`config.mk`:
```
export PLATFORM = sky130hd
export DESIGN_NAME = inst_fetch
export DESIGN_NICKNAME = d
export VERILOG_FILES = /design/src/rtl/inst_fetch.sv
export SDC_FILE = /design/constraint.sdc
export NUM_CORES = 1
export LEC_CHECK = 0
export ABC_AREA = 1
export BUFFER_PORTS_ARGS = -buffer_cell sky130_fd_sc_hd__buf_2
export CORE_UTILIZATION = 55
export DETAILED_ROUTE_END_ITERATION = 8
export PLACE_DENSITY = 0.8
export SLEW_MARGIN = 30
export SYNTH_ARGS = -nofsm -noshare
export SYNTH_HDL_FRONTEND = slang
export SYNTH_SLANG_ARGS = --single-unit
```
`constraint.sdc`:
```
create_clock -name clk -period 3 [get_ports clk]
set_input_delay 0.6 -clock clk [delete_from_list [all_inputs] [get_ports clk]]
set_output_delay 0.6 -clock clk [all_outputs]
set_load 0.02 [all_outputs]
```
`src/rtl/inst_fetch.sv`:
```
// inst_fetch: instruction fetch stage between inst_mem and decode.
//
// The stage keeps the PC and drives it straight out as the inst_mem read
// address. Each returning word is captured, together with its PC, in a
// 2-entry FIFO that decode drains over a valid/ready handshake.
//
// At most one read is in flight at a time. A read is issued only when the
// FIFO is guaranteed to have room for its word, so backpressure never drops
// a word. A redirect loads a new PC and flushes the in-flight read and all
// buffered words.
//
// Optional build macro: FETCH_PERF_CNT_EN adds perf_fetched and perf_stall.
//
// Ports:
//   clk, rst_n      clock (rising edge) and asynchronous active-low reset
//   imem_addr_r     read address to inst_mem (the PC register)
//   imem_data       inst_mem read data, one cycle after the address
//   redirect_valid  load redirect_pc and flush all fetched words
//   redirect_pc     redirect target word address
//   if_valid        FIFO head valid to decode
//   if_ready        decode accepts the head this cycle
//   if_instr        head instruction (0 when empty)
//   if_pc           head word address (0 when empty)
//   perf_fetched    [FETCH_PERF_CNT_EN] count of handshake cycles
//   perf_stall      [FETCH_PERF_CNT_EN] count of cycles held by decode
module inst_fetch #(
    parameter int                ADDR_W   = 10,
    parameter int                DATA_W   = 32,
    parameter logic [ADDR_W-1:0] RESET_PC = '0
) (
    input  logic              clk,
    input  logic              rst_n,
    output logic [ADDR_W-1:0] imem_addr_r,
    input  logic [DATA_W-1:0] imem_data,
    input  logic              redirect_valid,
    input  logic [ADDR_W-1:0] redirect_pc,
    output logic              if_valid,
    input  logic              if_ready,
    output logic [DATA_W-1:0] if_instr,
    output logic [ADDR_W-1:0] if_pc
`ifdef FETCH_PERF_CNT_EN
    ,
    output logic [31:0]       perf_fetched,
    output logic [31:0]       perf_stall
`endif
);

    logic [ADDR_W-1:0] pc;
    logic              req_v;
    logic [ADDR_W-1:0] req_pc;

    logic [DATA_W-1:0] fifo_instr [2];
    logic [ADDR_W-1:0] fifo_pc    [2];
    logic              rd_ptr;
    logic              wr_ptr;
    logic [1:0]        count;

    logic              pop;
    logic              push;
    logic              issue;
    logic [2:0]        credit;

    assign imem_addr_r = pc;

    // A redirect hides the head, so no handshake can complete on that cycle.
    assign if_valid = (count != 2'd0) && !redirect_valid;
    assign if_instr = (count != 2'd0) ? fifo_instr[rd_ptr] : '0;
    assign if_pc    = (count != 2'd0) ? fifo_pc[rd_ptr]    : '0;

    assign pop  = if_valid && if_ready;
    // The returning word belongs to the old path when a redirect is present.
    assign push = req_v && !redirect_valid;

    // Occupancy after this edge, counting the in-flight word as already
    // stored. Issuing only below 2 means every issued word has a free slot.
    // count >= pop always holds, so the subtraction cannot underflow.
    assign credit = {1'b0, count} + {2'b0, req_v} - {2'b0, pop};
    assign issue  = !redirect_valid && (credit < 3'd2);

    always_ff @(posedge clk or negedge rst_n) begin
        if (!rst_n) begin
            pc            <= RESET_PC;
            req_v         <= 1'b0;
            req_pc        <= '0;
            count         <= 2'd0;
            rd_ptr        <= 1'b0;
            wr_ptr        <= 1'b0;
            fifo_instr[0] <= '0;
            fifo_instr[1] <= '0;
            fifo_pc[0]    <= '0;
            fifo_pc[1]    <= '0;
        end else if (redirect_valid) begin
            pc     <= redirect_pc;
            req_v  <= 1'b0;
            count  <= 2'd0;
            rd_ptr <= 1'b0;
            wr_ptr <= 1'b0;
        end else begin
            if (push) begin
                fifo_instr[wr_ptr] <= imem_data;
                fifo_pc[wr_ptr]    <= req_pc;
                wr_ptr             <= ~wr_ptr;
            end
            if (pop) begin
                rd_ptr <= ~rd_ptr;
            end
            count <= count + {1'b0, push} - {1'b0, pop};

            req_v <= issue;
            if (issue) begin
                req_pc <= pc;
                pc     <= pc + 1'b1;  // wraps at 2^ADDR_W
            end
        end
    end

`ifdef FETCH_PERF_CNT_EN
    logic [31:0] perf_fetched_q;
    logic [31:0] perf_stall_q;

    always_ff @(posedge clk or negedge rst_n) begin
        if (!rst_n) begin
            perf_fetched_q <= '0;
            perf_stall_q   <= '0;
        end else begin
            if (pop) begin
                perf_fetched_q <= perf_fetched_q + 32'd1;
            end
            if ((count != 2'd0) && !if_ready && !redirect_valid) begin
                perf_stall_q <= perf_stall_q + 32'd1;
            end
        end
    end

    assign perf_fetched = perf_fetched_q;
    assign perf_stall   = perf_stall_q;
`endif

endmodule

```
# Word-level counts from Yosys, hierarchy flattened
# Index checks and enable logic that the tools add are counted.
# word_totals
register_bits	109
# classes
n_bitwise	5
mux	22
magnitude_cmp	4
add_sub_neg	5
reduce_logical	12
# ops
operator	count
$mux 32	5
$mux 10	7
$bwmux 64	1
$demux 32 s1	1
$bwmux 20	1
$add 10x1->10 const B	1
$demux 10 s1	1
$reduce_bool 2->1	4
$logic_and 1x1->1	5
$mux 1	5
$ge 2x2->1 const B	2
$not 1->2	2
$reduce_and 2->1	2
$add 2x1->3	1
$lt 3x2->1 const B	1
$not 1->1	3
$sub 3x1->3	1
$add 2x1->2	1
$lt 2x1->1 const B	1
$mux 2	1
$sub 2x1->2	1
$logic_not 1->1	1

# Logic depth before layout (Yosys ltp)
# Gate-level depths: netlist (run 1).
# depth
word_depth	8
ltp_mapped	15
depth_no_buf	15

# Worst setup path after synthesis (run 1)
# No wires, ideal clock.
# synth_path
path_kind	input port to flip-flop
from	input port redirect_valid
to	register req_pc[0]
cell_stages	12
path_buffers	1
path_slack_ns	0.691
t_required_ns	2.881
arrival_ns	2.190
path_cell_list	inv_2 nand3_1 inv_1 nand2_1 nand2_1 nand2_1 fa_1 nand3_2 nor2_1 buf_4 nand2_1 o21a_1
# synth_between
elab_chain_cells	7
word_cells_on_any_way	8
classes_between	add/sub (1); order compare (1); bitwise (1); reduce/logical (5)
# synth_rtl
item	line_no	text
start: declaration	35	input logic redirect_valid,
$logic_not 1->1	66, 78	
$logic_and 1x1->1	66	assign if_valid = (count != 2'd0) && !redirect_valid;
$logic_and 1x1->1	70	assign pop = if_valid && if_ready;
$sub 3x1->3	77	assign credit = {1'b0, count} + {2'b0, req_v} - {2'b0, pop};
$lt 3x2->1	78	assign issue = !redirect_valid && (credit < 3'd2);
$logic_and 1x1->1	78	
$reduce_and 2->1 (no line) *	--	
end signal: assignment	111	req_pc <= pc;
end: declaration	50	logic [ADDR_W-1:0] req_pc;
# Mark *: on every way between the ends. The rest lies on a longest branch, timed or not.
# A chain may end at the register's enable or synchronous reset.

# Worst setup path in the final report (run 1)
# layout_path
from	register rd_ptr
to	output port if_instr[14]
# layout_between
elab_chain_cells	5
# layout_rtl
item	line_no	text
start: declaration	54	logic rd_ptr;
start signal: assignment	105	rd_ptr <= ~rd_ptr;
$not 1->2 (implied by the code)	67	assign if_instr = (count != 2'd0) ? fifo_instr[rd_ptr] : '0;
$mux 32 (implied by the code) (3 in a row)	67	
$mux 32	67	
end: declaration	39	output logic [DATA_W-1:0] if_instr,
# No other way between the ends. The select of a mux whose other input is x is not followed.

==> run metrics, run 1 <==
Synth Instances=622; busiest layer in global routing=met2; Max Cap Viol=0; Worst EP arrival=2.03 ns; DR iter-0 viols=231; Seq/Total Area, Yosys=54.42%; number of cell rows=34; clk root buf=clkbuf_8; Net Switching=2496 µW; pre-CTS setup slack=0.4590 ns; Port Buf Inserts=98; met2 usage in global routing=39.32%; diodes inserted=0; first-pass GRT wire length=19.10 mm; core area=8763 µm²; Comb pwr share=40.5%; pin count of the biggest net entering global routing=85; sequential power share=44.6%; Starting Density=57.20%; fmax=0.3797 GHz; synth unique cells=26; total global-route track usage=24.88%; CTS tree=yes; clock buffer depth=2; Final Hold Violating Endpoints=0; Finished Layout Cells=821; Worst slew margin=56.69%; residual DRC count=0; cell family with the largest share of critical-path delay=buffers and inverters; largest fanout on the critical path=19; CP max-delay cell=clkinv_1; setup violators final=0; clk_skew=0.006658 ns; full die area=9499 µm²; vias in the first global route=4087; drt total wl=11.15 mm; syn_area_per_cell=8.058 µm²; wire per inst=13.58 µm; register bit total from synthesis=109; TritonRoute pass-1 iters=4; PD cells=1016 nW/µm²; status=complete, no violations; die width=97.47 µm; Leak=0.003057 µW; endpoint type of the worst setup path=output pin; R2R Path End=req_pc[0]; critical path buffer and inverter count=3; worst setup path category=reg -> out; total power=5861 µW; flop2flop setup slack=0.57 ns; Final Max Slew Viols=0; Placer Congestion=0.8487; cell-internal power=3365 µW; Switching Share=42.59%; setup tns final=0 ns; met3 Usage GRT=4.101%; Worst R2R Path Depth=13; crit path launch type=flop; Hold Crit Class=in -> async; clk slew on worst S/H paths=0.10 ns; H-tree levels=3; met1 Use GR=34.97%; WP data required=2.40 ns; Num CTS Buffers=9; RSZ-0062 raised after global routing=no; placed cells=805; Antenna Nets Post-Route=0; share of cells above drive strength 1=18.37%; grt total ovfl=0; logic depth of the worst path, buffers included=5; Layout Nets=757; post_cts resized=0; Worst VDD drop=527.0 µV; Worst-Margin Slew=0.6456 ns; DR vias/cell=5.205; CP peak stage delay=0.52 ns; vias after detailed routing=4273; Fin Hold WS=0.2122 ns; final worst path period share=87.78%; post-cts hold buffer count=0; initial antenna violation count=0; Syn Std Cell Area=5012 µm²; hpwl dp=7.143 mm; Mapped Nets=671; FF-to-FF Start=count[1]; clock network fraction of total power=14.8%; post-route minimum period=2.633 ns; insertion delay to the later sink of the worst-skew pair=0.37 ns; Setup WS post-layout=0.3666 ns; IO Count=99; yosys synthesis warning count=0; crit path cell chain=clkinv_1, buf_4, nand2_1, a21oi_1, buf_2; Die H=97.47 µm; area grow syn2layout=15.13%; clock sink count=109; setup bufs post-CTS=0
==> metrics by stage <==
step	instance area, µm²	utilization [%]
after floorplan	5012	-
after global placement	5575	63.62
after detailed placement	5575	63.62
after CTS	5771	65.85
after global routing	5771	65.85
final	5771	65.85
==> cell type report <==
| cell class | count | area [µm²] |
|---|---|---|
| Inverter | 63 | 236.5 |
| Clock buffer | 12 | 165.2 |
| Timing Repair Buffer | 109 | 613.1 |
| Multi-Input combinational cell | 416 | 1863 |
| Fill cell | 779 | 2993 |
| Clock inverter | 4 | 30.03 |
| Tap cell | 108 | 135.1 |
| Sequential cell | 109 | 2728 |
==> sequential cells by signal, indices dropped and copies added (netlist names) <==
name and cells:
rd_ptr 1, wr_ptr 1, count 2, fifo_instr 64, req_pc 10, req_v 1, fifo_pc 20, imem_addr_r 10
==> power by group through the flow <==
stage,Combinational [µW],Clock [µW],Sequential [µW]
floorplan,1690,0,2610
global placement,2300,0,2590
detailed placement,2380,0,2630
CTS,2400,878,2610
global route,2690,942,2720
finish,2380,870,2620
==> placed cells by master (no fill, tap or decap), types with 3 or more instances in the layout <==
master      n
nor2_1     12
a21oi_1    43
nand3_1    23
buf_2      97
nand2_1   221
inv_1      60
clkbuf_8   12
buf_12      3
o21ai_1    35
o21ai_0    61
nor3_1      3
dfrtp_1   109
buf_4       9
==> synth_stat cells <==
library cell	instances	area, µm²
inv_1	60	225.2
o211ai_1	1	7.510
nand3_1	23	115.1
o21ai_1	35	175.2
xor2_1	2	17.52
ha_1	2	25.02
nand2_1	223	837.1
nor2_2	1	6.260
o21a_1	2	15.01
buf_6	5	56.30
o21ai_0	61	305.3
nand3_2	2	20.02
fa_1	1	20.02
nor2_1	12	45.04
nand3b_1	1	7.510
xnor2_1	2	17.52
buf_2	8	40.04
clkbuf_1	17	63.81
and2_1	1	6.260
buf_4	4	30.03
nor3_1	3	15.01
a21oi_1	43	215.2
inv_2	1	3.750
o21bai_1	1	7.510
dfrtp_1	109	2728
clkinv_1	2	7.510
==> worst register-to-register path: cells and delay by family (launching register included) <==
kind | cells | cell delay (ns)
adders and majority gates | 1 | 0.54
AOI/OAI and AO/OA | 1 | 0.10
DFF | 1 | 0.46
buffers and inverters | 3 | 0.37
and+or+nand+nor | 8 | 0.85
==> metal layers <==
metal  vias to the layer above  routed length [µm]
li1                       2134                   -
met1                      1976                4905
met2                       146                5358
met3                        17                 680
met4                         0                 205
met5                         -                   0
==> logic make-up (layout without fill, tap and decap cells) <==
logic type                 Yosys count  count (layout)  share of synthesized area (%)
and+or+nand+nor                    266             266                          20.99
buffers and inverters               97             188                          8.512
AOI/OAI and AO/OA                  143             143                          14.48
DFF                                109             109                          54.42
adders and majority gates            3               3                         0.8986
xor gates and xnor gates             4               4                         0.6991
==> worst max-delay path by stage <==
stage | endpoint | slack, ns | startpoint
after global routing | if_instr[14] | 0.23 | rd_ptr
after floorplan | req_pc[0] | 0.69 | redirect_valid
after CTS | if_instr[14] | 0.36 | rd_ptr
after detailed placement | req_pc[0] | 0.46 | redirect_valid
after global placement | req_pc[0] | 0.55 | redirect_valid
final | if_instr[14] | 0.37 | rd_ptr
No activity file was read; power rests on OpenSTA's default activity.
==> run 2, diff against run 1 <==
--- a/config.mk
+++ b/config.mk
@@ -7,9 +7,10 @@
 export LEC_CHECK = 0
 export ABC_AREA = 1
 export BUFFER_PORTS_ARGS = -buffer_cell sky130_fd_sc_hd__buf_2
-export CORE_UTILIZATION = 55
+export CORE_UTILIZATION = 50
 export DETAILED_ROUTE_END_ITERATION = 8
-export PLACE_DENSITY = 0.8
+export HOLD_SLACK_MARGIN = 0.05
+export PLACE_DENSITY = 0.76
 export SLEW_MARGIN = 30
 export SYNTH_ARGS = -nofsm -noshare
 export SYNTH_HDL_FRONTEND = slang
==> constraint.sdc (replaced) <==
create_clock -name clk -period 2.2 [get_ports clk]
set_input_delay 0.44 -clock clk [delete_from_list [all_inputs] [get_ports clk]]
set_output_delay 0.44 -clock clk [all_outputs]
set_load 0.02 [all_outputs]
==> run metrics, run 2 (synthesis gave the netlist of run 1 again) <==
CTS tree=yes; insertion delay to the later sink of the worst-skew pair=0.38 ns (about the same); Post-DP Area=5674 µm² (+1.8%); crit path cell chain=inv_4, buf_4, nand2_1, a21oi_1, buf_4; IO Count=99 (unchanged); vias after detailed routing=4367 (+2.2%); share of cells above drive strength 1=22.01% (+3.6 points); CP peak stage delay=0.45 ns (-0.07 ns); RSZ-0062 raised after global routing=yes; setup violators final=0 (unchanged); DR vias/cell=5.078 (-2.4%); Worst-Margin Slew=0.5815 ns (-0.06414 ns); Starting Density=51.52% (-5.7 points); clock buffer depth=2 (unchanged); area grow syn2layout=20.27%; CP max-delay cell=dfrtp_1; core area=9729 µm² (+11%); Leak=0.003141 µW (+2.8%); Final Hold Violating Endpoints=0 (unchanged); post-cts hold buffer count=0 (unchanged); clk slew on worst S/H paths=0.10 ns (about the same); residual DRC count=0 (unchanged); Top Registers=fifo_instr (64), fifo_pc (20); total global-route track usage=22.43% (-2.4 points); most common cell after layout, fill and taps aside=nand2_1; cell family with the largest share of critical-path delay=buffers and inverters; Final Max Slew Viols=0 (unchanged); final instance area=6028 µm² (+4.5%); Num CTS Buffers=9 (unchanged); max FFs per register=64 (unchanged); most frequent cells in the layout=nand2_1 (216), dfrtp_1 (109), buf_2 (89); final worst path period share=97.28%; pre-CTS setup slack=-0.04521 ns (-0.5043 ns); status=complete, no violations; Layout Utilization=61.96% (-3.9 points); worst setup path category=reg -> out; die width=102.1 µm (+4.8%); endpoint type of the worst setup path=output pin; largest fanout on the critical path=15 (-4); Placer Congestion=0.8720 (+2.7%); Port Buf Inserts=98 (unchanged); post-route minimum period=2.140 ns; Setup WS post-layout=0.05985 ns (-0.3068 ns); register with the most flip-flops=fifo_instr; critical path buffer and inverter count=3 (unchanged); Worst EP arrival=1.70 ns (-0.33 ns); Layout Nets=771 (+1.8%); vias in the first global route=3962 (-3.1%); Hold Crit Class=in -> async; H-tree levels=3 (unchanged); crit path launch type=flop; initial antenna violation count=0 (unchanged); full die area=10430 µm² (+9.8%); fmax=0.4673 GHz; WP data required=1.76 ns (-0.64 ns); diodes inserted=0 (unchanged); TritonRoute pass-1 iters=5 (+1); Worst VDD drop=813.3 µV (+54%); clk root buf=clkbuf_8; Crit path top cell by count=buf_4; number of cell rows=36 (+5.9%); Antenna Nets Post-Route=0 (unchanged); wire per inst=13.40 µm (-1.3%); DR iter-0 viols=244 (+5.6%); grt total ovfl=0 (unchanged); Worst slew margin=61.23% (+4.5 points); clock sink count=109 (unchanged); PD cells=1397 nW/µm² (+38%); Max Cap Viol=0 (unchanged); hpwl dp=7.427 mm (+4.0%); pin count of the biggest net entering global routing=110 (+29%); clk_skew=0.009493 ns (+0.002835 ns); first-pass GRT wire length=18.05 mm (-5.5%); Die H=102.1 µm (+4.8%); drt total wl=11.52 mm (+3.3%)
==> run 2: through the flow <==
step           TNS [ns]  hold slack, ns  power [µW]  instances
2_1_floorplan         0          0.1444        5853        622
3_3_place_gp          0          0.4661        6759        839
3_5_place_dp    -0.2218          0.4728        6922        839
4_1_cts               0          0.1527        8194        856
5_1_grt         -0.4147          0.1830        9089        860
6_report              0         0.09993        8424        860
==> run 2: layout make-up <==
type	instances	area, µm²
tap	133	166.4
fill	873	3701
sequential	109	2728
clock buffer	11	141.4
clock inverter	5	57.56
multi-input combinational	416	1923
timing repair buffer	123	770.7
inverter	63	241.5
==> run 2: what timing repair did <==
action | in CTS | in global routing
setup endpoints to repair | 40 | 36
pin swaps | 0 | 4
gates resized for setup | 5 | 36
buffers inserted | 1 | 2
cloned | 0 | 2
==> run 2: where the power goes <==
part | internal [µW] | switching (µW)
Sequential | 2950 | 607
Combinational | 1380 | 2250
Clock | 563 | 671
Total | 4900 | 3530
==> run 2: worst register-to-register path: stages (launching register included) <==
cell      delay (ns)
dfrtp_1         0.39
inv_2           0.06
nand2_2         0.10
nand3_4         0.08
inv_2           0.06
nand2_2         0.05
nand2_2         0.08
nand2_2         0.06
fa_2            0.59
nand3_4         0.10
nor2_4          0.15
clkbuf_4        0.20
nand3_1         0.07
nand3_1         0.08
==> run 2: path summary, 6_finish.rpt <==
kind	start	end	slack, ns	cells past startpoint
hold / removal	rst_n	fifo_instr[11]	0.1	2
max in group asynchronous	rst_n	fifo_pc[19]	1.64	2
setup reg to reg	count[1]	imem_addr_r[9]	0.09	13
min in group clk	redirect_pc[2]	imem_addr_r[2]	0.28	3
hold reg to reg	fifo_instr[41]	fifo_instr[41]	0.49	2
setup / recovery	rd_ptr	if_instr[27]	0.06	5
==> run 2: per-layer routing <==
metal | vias up | share of wire (%) | track usage [%]
met1 | 2072 | 46 | 29.99
met5 | - | 0 | 0
li1 | 2167 | - | -
met4 | 0 | 1.8 | 9.011
met3 | 14 | 4.4 | 3.215
met2 | 114 | 48 | 37.02
==> run 3, diff against run 2 <==
--- a/config.mk
+++ b/config.mk
@@ -10,7 +10,9 @@
 export CORE_UTILIZATION = 50
 export DETAILED_ROUTE_END_ITERATION = 8
 export HOLD_SLACK_MARGIN = 0.05
+export MAX_ROUTING_LAYER = met4
 export PLACE_DENSITY = 0.76
+export REMOVE_ABC_BUFFERS = 1
 export SLEW_MARGIN = 30
 export SYNTH_ARGS = -nofsm -noshare
 export SYNTH_HDL_FRONTEND = slang
==> run metrics, run 3 (synthesis gave the netlist of run 1 again) <==
Worst-Margin Slew=0.7877 ns (+0.2062 ns); status=complete, no violations; area grow syn2layout=18.82%; max FFs per register=64 (unchanged); fmax=0.4670 GHz (about the same); total global-route track usage=23.78% (+1.3 points); setup violators final=0 (unchanged); initial antenna violation count=0 (unchanged); TritonRoute pass-1 iters=4 (-1); Layout Utilization=61.21% (-0.75 points); IO Count=99 (unchanged); Worst EP arrival=1.70 ns (about the same); grt total ovfl=0 (unchanged); Num CTS Buffers=9 (unchanged); DR vias/cell=5.076 (about the same); Setup crit start=count[1]; largest fanout on the critical path=32 (+17); Antenna Nets Post-Route=0 (unchanged); RSZ-0062 raised after global routing=yes; clock sink count=109 (unchanged); clk_skew=0.01117 ns (+0.001681 ns); clk root buf=clkbuf_8; Hold Crit Class=in -> reg; Fin Hold WS=0.2944 ns (+0.1945 ns); crit path launch type=flop; min-delay src=redirect_pc[6]; flop2flop setup slack=0.07 ns (-0.02 ns); hpwl dp=7.377 mm (-0.68%); Max Cap Viol=0 (unchanged); H-tree levels=3 (unchanged); pin count of the biggest net entering global routing=85 (-23%); full die area=10430 µm² (unchanged); diodes inserted=0 (unchanged); CTS tree=yes; pre-CTS setup slack=-0.09489 ns (-0.04967 ns); die width=102.1 µm (unchanged); endpoint type of the worst setup path=output pin; core area=9729 µm² (unchanged); Setup crit end=if_instr[11]; Leak=0.003111 µW (-0.95%); most common cell after layout, fill and taps aside=nand2_1; DR iter-0 viols=312 (+28%); residual DRC count=0 (unchanged); WP data required=1.76 ns (about the same); post-route minimum period=2.141 ns (+0.0009675 ns); wire per inst=13.37 µm (-0.23%); vias after detailed routing=4345 (-0.50%); Worst R2R Path Depth=15 (+2); vias in the first global route=4065 (+2.6%); Worst slew margin=47.49% (-14 points); R2R Path End=imem_addr_r[0]; Final Hold Violating Endpoints=0 (unchanged); insertion delay to the later sink of the worst-skew pair=0.36 ns (-0.02 ns); Starting Density=51.52% (unchanged); clk slew on worst S/H paths=0.10 ns (about the same); worst setup path category=reg -> out; first-pass GRT wire length=18.79 mm (+4.1%); Setup WS post-layout=0.05888 ns (-0.0009675 ns); Final Max Slew Viols=0 (unchanged); number of cell rows=36 (unchanged); FF-to-FF Start=count[1]; share of cells above drive strength 1=20.75% (-1.3 points); Port Buf Inserts=98 (unchanged); register with the most flip-flops=fifo_instr; clock buffer depth=2 (unchanged); Die H=102.1 µm (unchanged); drt total wl=11.44 mm (-0.69%); Top Registers=fifo_instr (64), fifo_pc (20); Placer Congestion=0.8684 (-0.41%); PD cells=1385 nW/µm² (-0.91%); Worst VDD drop=882.8 µV (+8.5%); Layout Nets=768 (-0.39%); final worst path period share=97.32% (about the same); most frequent cells in the layout=nand2_1 (219), dfrtp_1 (109), buf_2 (97)
run 3: worst min path at each step:
stage                     slack, ns  depth (start not counted)              to
final                          0.29                          3  imem_addr_r[6]
after global routing           0.30                          3  imem_addr_r[6]
after CTS                      0.28                          3  imem_addr_r[6]
after detailed placement       0.33                          1  fifo_instr[26]
after global placement         0.33                          1  fifo_instr[58]
after floorplan                0.14                          0        count[0]
run 3: routing by layer:
metal  wire length [µm]  GRT usage, %  vias to the layer above
li1                   -             -                     2156
met1               5277         30.81                     2051
met2               5442         38.98                      122
met3                580         2.736                       16
met4                141         8.132                        0
met5                  0             -                        -
run 3: cell type report:
type	count	area (µm²)
fillers	853	3774
multi-input cells	416	1929
inverters	63	237.7
clock inverters	4	50.05
repair buffers	120	713.2
clock buffers	11	131.4
flip-flops and latches	109	2728
well taps	133	166.4
run 3: per-stage QoR:
stage | instances | total power (µW) | cell area, µm² | setup TNS (ns)
finish | 856 | 8247 | 5956 | 0
global route | 856 | 8950 | 5956 | -0.4988
floorplan | 588 | 5698 | 4822 | -24.14
CTS | 854 | 8131 | 5868 | 0
global placement | 838 | 6778 | 5667 | 0
detailed placement | 838 | 6950 | 5667 | -0.5822
run 3: what timing repair did:
action,4_1_cts,5_1_grt
gates resized for setup,3,20
buffers inserted,0,2
pin swaps,0,2
setup endpoints to repair,5,36
hold buffers,1,0
hold endpoints to repair,17,0
run 3: critical path, cell delays in order, from the launching register on:
cell and delay, ns:
dfrtp_1 0.38, inv_2 0.07, nand2_4 0.08, clkinv_1 0.14
buf_6 0.24, a21oi_1 0.21, buf_2 0.20
run 3: power breakdown:
group | switching (µW) | internal [µW]
registers | 612 | 2960
clock network | 638 | 520
logic | 2230 | 1290
total | 3480 | 4770
